$ cat src/rtl/univ_shift_pkg.sv
// Shared types for the universal shift register: operation codes and
// burst-control FSM states.
package univ_shift_pkg;

    // Operation select. Codes 6 and 7 are unused and act as HOLD.
    typedef enum logic [2:0] {
        MODE_HOLD = 3'd0,
        MODE_LOAD = 3'd1,
        MODE_SHL  = 3'd2,
        MODE_SHR  = 3'd3,
        MODE_ROL  = 3'd4,
        MODE_ROR  = 3'd5
    } shift_mode_t;

    typedef enum logic [1:0] {
        ST_IDLE  = 2'd0,
        ST_SHIFT = 2'd1,
        ST_DONE  = 2'd2
    } usr_state_t;

endpackage

$ cat src/rtl/shift_step.sv
// Single-step combinational shifter: current value, mode, serial inputs
// -> next value. Ports: i_value, i_mode, i_ser_lsb, i_ser_msb -> o_value.
module shift_step
    import univ_shift_pkg::*;
#(
    parameter int DATA_WIDTH = 8
) (
    input  logic [DATA_WIDTH-1:0] i_value,
    input  shift_mode_t           i_mode,
    input  logic                  i_ser_lsb,
    input  logic                  i_ser_msb,
    output logic [DATA_WIDTH-1:0] o_value
);

    always_comb begin
        o_value = i_value;
        unique case (i_mode)
            MODE_SHL: o_value = {i_value[DATA_WIDTH-2:0], i_ser_lsb};
            MODE_SHR: o_value = {i_ser_msb, i_value[DATA_WIDTH-1:1]};
            MODE_ROL: o_value = {i_value[DATA_WIDTH-2:0],
                                 i_value[DATA_WIDTH-1]};
            MODE_ROR: o_value = {i_value[0],
                                 i_value[DATA_WIDTH-1:1]};
            default:  o_value = i_value;
        endcase
    end

endmodule

$ cat src/rtl/univ_shift_reg.sv
// Universal shift register with burst control: load, shift, rotate by N.
// Ports: clk, reset, start, mode, count, load_data, ser_in_* -> out, busy, done, ser_out_*.
module univ_shift_reg
    import univ_shift_pkg::*;
#(
    parameter int DATA_WIDTH = 8,
    parameter int CNT_WIDTH  = $clog2(DATA_WIDTH) + 1,
    parameter logic [DATA_WIDTH-1:0] RESET_VAL =
        {{(DATA_WIDTH-1){1'b0}}, 1'b1}
) (
    input  logic                  clk,
    input  logic                  reset,
    input  logic                  start,
    input  logic [2:0]            mode,
    input  logic [CNT_WIDTH-1:0]  count,
    input  logic [DATA_WIDTH-1:0] load_data,
    input  logic                  ser_in_lsb,
    input  logic                  ser_in_msb,
    output logic [DATA_WIDTH-1:0] out,
    output logic                  busy,
    output logic                  done,
    output logic                  ser_out_msb,
    output logic                  ser_out_lsb
);

    localparam logic [CNT_WIDTH-1:0] CNT_ONE = 1;

    usr_state_t            r_state;
    shift_mode_t           r_mode;
    logic [CNT_WIDTH-1:0]  r_count;
    logic [DATA_WIDTH-1:0] r_out;

    shift_mode_t           w_mode_in;
    logic                  w_is_shift;
    logic [DATA_WIDTH-1:0] w_step;

    assign w_mode_in  = shift_mode_t'(mode);
    assign w_is_shift = (w_mode_in == MODE_SHL) || (w_mode_in == MODE_SHR) ||
                        (w_mode_in == MODE_ROL) || (w_mode_in == MODE_ROR);

    // Step uses the latched mode; serial inputs are taken live.
    shift_step #(
        .DATA_WIDTH(DATA_WIDTH)
    ) u_step (
        .i_value   (r_out),
        .i_mode    (r_mode),
        .i_ser_lsb (ser_in_lsb),
        .i_ser_msb (ser_in_msb),
        .o_value   (w_step)
    );

    always_ff @(posedge clk) begin
        if (reset) begin
            r_state <= ST_IDLE;
            r_mode  <= MODE_HOLD;
            r_count <= '0;
            r_out   <= RESET_VAL;
        end else begin
            unique case (r_state)
                ST_IDLE: begin
                    if (start) begin
                        if (w_mode_in == MODE_LOAD) begin
                            r_out   <= load_data;
                            r_state <= ST_DONE;
                        end else if (w_is_shift && (count != '0)) begin
                            r_mode  <= w_mode_in;
                            r_count <= count;
                            r_state <= ST_SHIFT;
                        end else begin
                            // HOLD, unused codes, or zero-length burst.
                            r_state <= ST_DONE;
                        end
                    end
                end
                ST_SHIFT: begin
                    r_out   <= w_step;
                    r_count <= r_count - CNT_ONE;
                    if (r_count == CNT_ONE) begin
                        r_state <= ST_DONE;
                    end
                end
                ST_DONE: begin
                    r_state <= ST_IDLE;
                end
                default: begin
                    r_state <= ST_IDLE;
                end
            endcase
        end
    end

    assign out         = r_out;
    assign busy        = (r_state == ST_SHIFT);
    assign done        = (r_state == ST_DONE);
    assign ser_out_msb = r_out[DATA_WIDTH-1];
    assign ser_out_lsb = r_out[0];

endmodule

$ cat config.mk
export PLATFORM = sky130hd
export DESIGN_NAME = univ_shift_reg
export DESIGN_NICKNAME = d
export VERILOG_FILES = /design/src/rtl/univ_shift_pkg.sv /design/src/rtl/shift_step.sv /design/src/rtl/univ_shift_reg.sv
export SDC_FILE = /design/constraint.sdc
export NUM_CORES = 1
export LEC_CHECK = 0
export ABC_CLOCK_PERIOD_IN_PS = 2300
export BUFFER_PORTS_ARGS = -buffer_cell sky130_fd_sc_hd__buf_4
export CAP_MARGIN = 0
export CORE_MARGIN = 3
export CORE_UTILIZATION = 45
export CTS_CLUSTER_DIAMETER = 40
export CTS_CLUSTER_SIZE = 40
export DETAILED_ROUTE_END_ITERATION = 8
export GPL_ROUTABILITY_DRIVEN = 1
export PLACE_DENSITY = 0.72
export SLEW_MARGIN = 15
export SYNTH_ARGS = -nofsm -noshare
export SYNTH_HDL_FRONTEND = slang
export SYNTH_SLANG_ARGS = --single-unit
$ cat constraint.sdc
create_clock -name clk -period 2.3 [get_ports clk]
set_clock_uncertainty 0.15 [all_clocks]
set_input_delay 0.46 -clock clk [delete_from_list [all_inputs] [get_ports clk]]
set_output_delay 0.46 -clock clk [all_outputs]
set_load 0.01 [all_outputs]
* After elaboration in Yosys (flattened, before gate mapping) *
Cells that the tools add are included.

storage, ports and cells
  output and inout port bits = 12
  memories = 0
  register bits = 17
  bits in read-only memories = 0
  latch bits = 0
  bits in writable memories = 0

operators by class
  div/mod/pow operators = 0
  muxes and demuxes = 13
  add/subtract/negate cells = 1
  $mul = 0
  magnitude comparators = 0
  bitwise operators = 1
  shift operators = 0
  reductions and logical operators = 11
  equal/unequal tests = 18

operators by type and width
  cell                                                                      number
  8-bit one-hot mux with 4 select lines                                     1
  8-bit 2-to-1 mux                                                          2
  8-bit one-hot mux with 2 select lines                                     1
  3-bit by 2-bit equality test with 1-bit output (second input constant)    4
  3-bit equality test (second input constant)                               4
  4-bit 2-to-1 mux                                                          3
  4-bit AND reduction                                                       3
  2-bit 2-to-1 mux                                                          4
  2-bit inequality test (second input constant)                             4
  4-bit one-hot mux with 2 select lines                                     1
  5-bit by 1-bit inequality test with 1-bit output (second input constant)  1
  4-bit by 1-bit equality test with 1-bit output (second input constant)    1
  2-bit one-hot mux with 2 select lines                                     1
  4-bit nonzero test                                                        1
  4-bit by 1-bit subtractor with 4-bit output (second input constant)       1
  3-bit by 1-bit equality test with 1-bit output (second input constant)    1
  1-bit logical OR                                                          3
  2-bit by 1-bit equality test with 1-bit output (second input constant)    1
  2-bit equality test (second input constant)                               1
  2-bit logical NOT                                                         1
  2-bit by 1-bit inequality test with 1-bit output (second input constant)  1
  2-bit AND reduction                                                       1
  2-bit nonzero test                                                        1
  1-bit logical AND                                                         1
  1-bit NOT                                                                 1

* Logic depth before layout (Yosys ltp) *
  word-level depth = 9
  gate-level depth with buffers = 6
  gate-level depth less buffers = 6

* Cells and area by module *
From an unflattened synthesis, not the netlist that was laid out.

unflattened totals
  cell total of the unflattened synthesis = 141
  area total of the unflattened synthesis = 1116.1 um^2

modules (own cells, without submodules)
  module          seq. area each (um^2)  times used  area an instance (um^2)  cells an instance
  univ_shift_reg  340.3                  1           869.6                    104
  shift_step      0.0                    1           246.5                    37

* Worst setup path after synthesis *
No wires, ideal clock.

  path type = input to register
  start = input count[2]
  end = register r_count[3]
  arrival = 1.642 ns
  stages on the path = 5
  buffers on the path = 1
  required time = 2.076 ns
  library setup time = 0.074 ns
  setup slack = 0.434 ns
  path through = or4_4 > and3_1 > buf_6 > a211o_1 > a31oi_1

between the ends
  longest elaborated chain between the ends = 4

ends and longest elaborated chain
  element                                 line                  text
  start: declaration                      univ_shift_reg.sv:15  input logic [CNT_WIDTH-1:0] count,
  4-bit nonzero test                      univ_shift_reg.sv:65  end else if (w_is_shift && (count != '0)) begin
  1-bit logical AND                       univ_shift_reg.sv:65
  2-bit inequality test (no source line)  --
  4-bit AND reduction (no source line)    --
  end signal: assignment                  univ_shift_reg.sv:67  r_count <= count;
  end signal: assignment                  univ_shift_reg.sv:77  r_count <= r_count - CNT_ONE;
  end: declaration                        univ_shift_reg.sv:30  logic [CNT_WIDTH-1:0] r_count;

Every way passes these cells.
A chain may end at the register's enable or synchronous reset.

* Final worst setup path *
  start = register r_state[1]
  end = output busy

between the ends
  longest elaborated chain between the ends = 1

ends and longest elaborated chain
  element                                         line                  text
  start: declaration                              univ_shift_reg.sv:28  usr_state_t r_state;
  start signal: assignment                        univ_shift_reg.sv:54  r_state <= ST_IDLE;
  start signal: assignment                        univ_shift_reg.sv:64  r_state <= ST_DONE;
  start signal: assignment                        univ_shift_reg.sv:68  r_state <= ST_SHIFT;
  2-bit by 1-bit equality test with 1-bit output  univ_shift_reg.sv:93  assign busy = (r_state == ST_SHIFT);
  end: declaration                                univ_shift_reg.sv:20  output logic busy,

Every way passes these cells.

==> metrics <==
# diodes=0; Setup Viol. Count Final=0; Iter 0 DRT Violations=26; Final period util=95.1%; number of enable flip-flop cells after synthesis=0; Starting Density=47.9%; leak pwr=0.556 nW; worst skew pair latency=280 ps; layout cell share with drive strength beyond 1=30.1%; Synth warnings=0; switching pwr=0.000246 W; final hold violation count=0; drt total wl=2790 um; fin util=60.2%; unrepaired setup endpoints after global routing=no; Longest Clk Path Bufs=2; total grt overflow=0; main flop type after synthesis=dfxtp_1; CTS H-Tree Depth=1; final slew viol count=0; Post-Syn Area=0.00108 sq mm; die area=0.00302 sq mm; power density over the cells=552 mW/mm^2; number of cell rows=17; initial antenna violation count=0; gr usage total=20.4%; I/O pins=32; syn_area_per_cell=8.24 sq um; DRT Pass-1 Iters=4; Post-Place Worst Slack=281 ps; Slew @ Worst Pin=546 ps; Core Box Area=0.00225 sq mm; Post-DP HPWL=2110 um; Seq/Total Area, Yosys=31.5%; CP endpoint kind=primary output; Tmin final=2190 ps; most frequent cells in the layout=37 x buf_4, 17 x dfxtp_1, 14 x nor2_1, 14 x nand2_1, 9 x a21oi_1; P&R area growth vs syn=25.6%; CTS clock-pin slew for the worst setup and hold paths=100 ps; Max Freq=457 MHz; max-cap viol count=0; cts-stage hold buffer count=0; worst min-delay path category=in2reg; relative slew slack=63.5%; Post-synth ARST share=0%; Net Sw Frac=32.9%; Die Span Y=55.0 um; critical setup path kind=reg2out; vias in the first global route=1020; global-route wire length before repair=4570 um; crit path launch type=flop; # Post-CTS Setup Buffers=0; P_int=0.000503 W; Syn Nets=153; result of the run=completed; fin nets=186; Yosys reg bits=17; Post-Synthesis Cells=131; DRC Markers=0; worst path arrival time=1580 ps; fillcell total=230; Worst EP required=1690 ps; commonest non-fill, non-tap cell in the layout=buf_4; CTS tree=built; RePlAce Congestion=0.780; clock root buffer=clkbuf_4; Port Buf Inserts=31; clock share of power=21.5%; setup_tns=0 ps; WL per Instance=14.6 um; Netlist cell types=45; post-route antenna net violation count=0; vias per inst=5.76; CTS buffer count=3; Die Span X=55.0 um; vias post-DR=1101; Max VDD drop=0.000344 V; largest net degree at the start of global routing=14; clk sinks=17; Comb pwr share=31.7%; share of power burned in registers=46.8%; final worst-path setup slack=112 ps; Max FO, Critical Path=12
synth_stat cells, types with 2 or more instances:
cell      number  area, sq um
dfxtp_1       17          340
nand2_1       14         52.6
nor2_1        14         52.6
a21oi_1        9         45.0
o31ai_1        7         52.6
a21boi_0       5         37.5
a31oi_1        5         31.3
inv_1          5         18.8
nor3b_1        4         30.0
mux2i_1        3         30.0
nand3_1        3         15.0
o21ai_0        3         15.0
a211oi_1       2         15.0
a31o_2         2         17.5
a32oi_1        2         17.5
buf_4          2         15.0
clkbuf_1       2         7.51
ha_1           2         25.0
nand2b_1       2         12.5
nor2b_1        2         12.5
xor2_1         2         17.5
metrics by stage:
stage / hold WS (ps) / power [W] / cell area (sq um) / cells
global route: 220 / 0.000804 / 1360 / 191
detailed placement: 337 / 0.000590 / 1330 / 187
floorplan: 340 / 0.000505 / 1080 / 131
CTS: 214 / 0.000758 / 1350 / 191
global placement: 329 / 0.000582 / 1330 / 187
finish: 228 / 0.000749 / 1360 / 191
cell families after synthesis:
family                     share of synthesized area, %
and+or+nand+nor                                    22.8
AOI/OAI and AO/OA                                  28.9
DFF                                                31.5
buffers and inverters                              8.23
muxes                                              3.82
xor gates and xnor gates                           2.43
adders and majority gates                          2.32
repair_timing:
action                                 4_1_cts  5_1_grt
endpoints found under the hold margin        0        0
gates resized for setup                      0        1
setup endpoints to repair                    0        1
state kept, by name (all words and copies together), names as in the netlist:
signal / cells
r_mode: 3
out: 8
r_count: 4
r_state: 2
cell type report:
class | count | area (sq um) | area share [%]
flip-flops and latches | 17 | 340 | 25.1
clock buffers | 4 | 26.3 | 1.94
repair buffers | 37 | 278 | 20.5
inverters | 6 | 26.3 | 1.94
multi-input cells | 99 | 651 | 48.0
well taps | 28 | 35.0 | 2.58
path summary, 6_finish.rpt:
path         slack, ps  cells past startpoint                      to                    start
min                230                      2  r_mode[1]$_SDFFE_PP0P_                  mode[2]
min reg2reg        350                      2     out[4]$_SDFFE_PP0P_      out[4]$_SDFFE_PP0P_
max                110                      3                    busy  r_state[1]$_SDFFE_PP0P_
max reg2reg        370                      6     out[2]$_SDFFE_PP0P_  r_state[1]$_SDFFE_PP0P_
routing by layer:
metal	GRT usage (%)	part of all wire, %	vias up
met4	9.31	0.61	0
met1	29.6	48	524
met5	0	0	-
met2	29.5	46	32
li1	-	-	543
met3	2.95	5.9	2
worst max-delay path, cell delays in order, from the launching register on:
cell and delay (ps):
dfxtp_1 500, or2b_2 340, clkinvlp_4 250, buf_4 190
power groups by stage:
stage	clock [W]	combinational, W	sequential (W)
global placement	0	0.000227	0.000355
floorplan	0	0.000156	0.000348
global route	0.000186	0.000262	0.000355
CTS	0.000173	0.000235	0.000349
detailed placement	0	0.000234	0.000356
finish	0.000161	0.000237	0.000350
No activity file was read; power rests on OpenSTA's default activity.
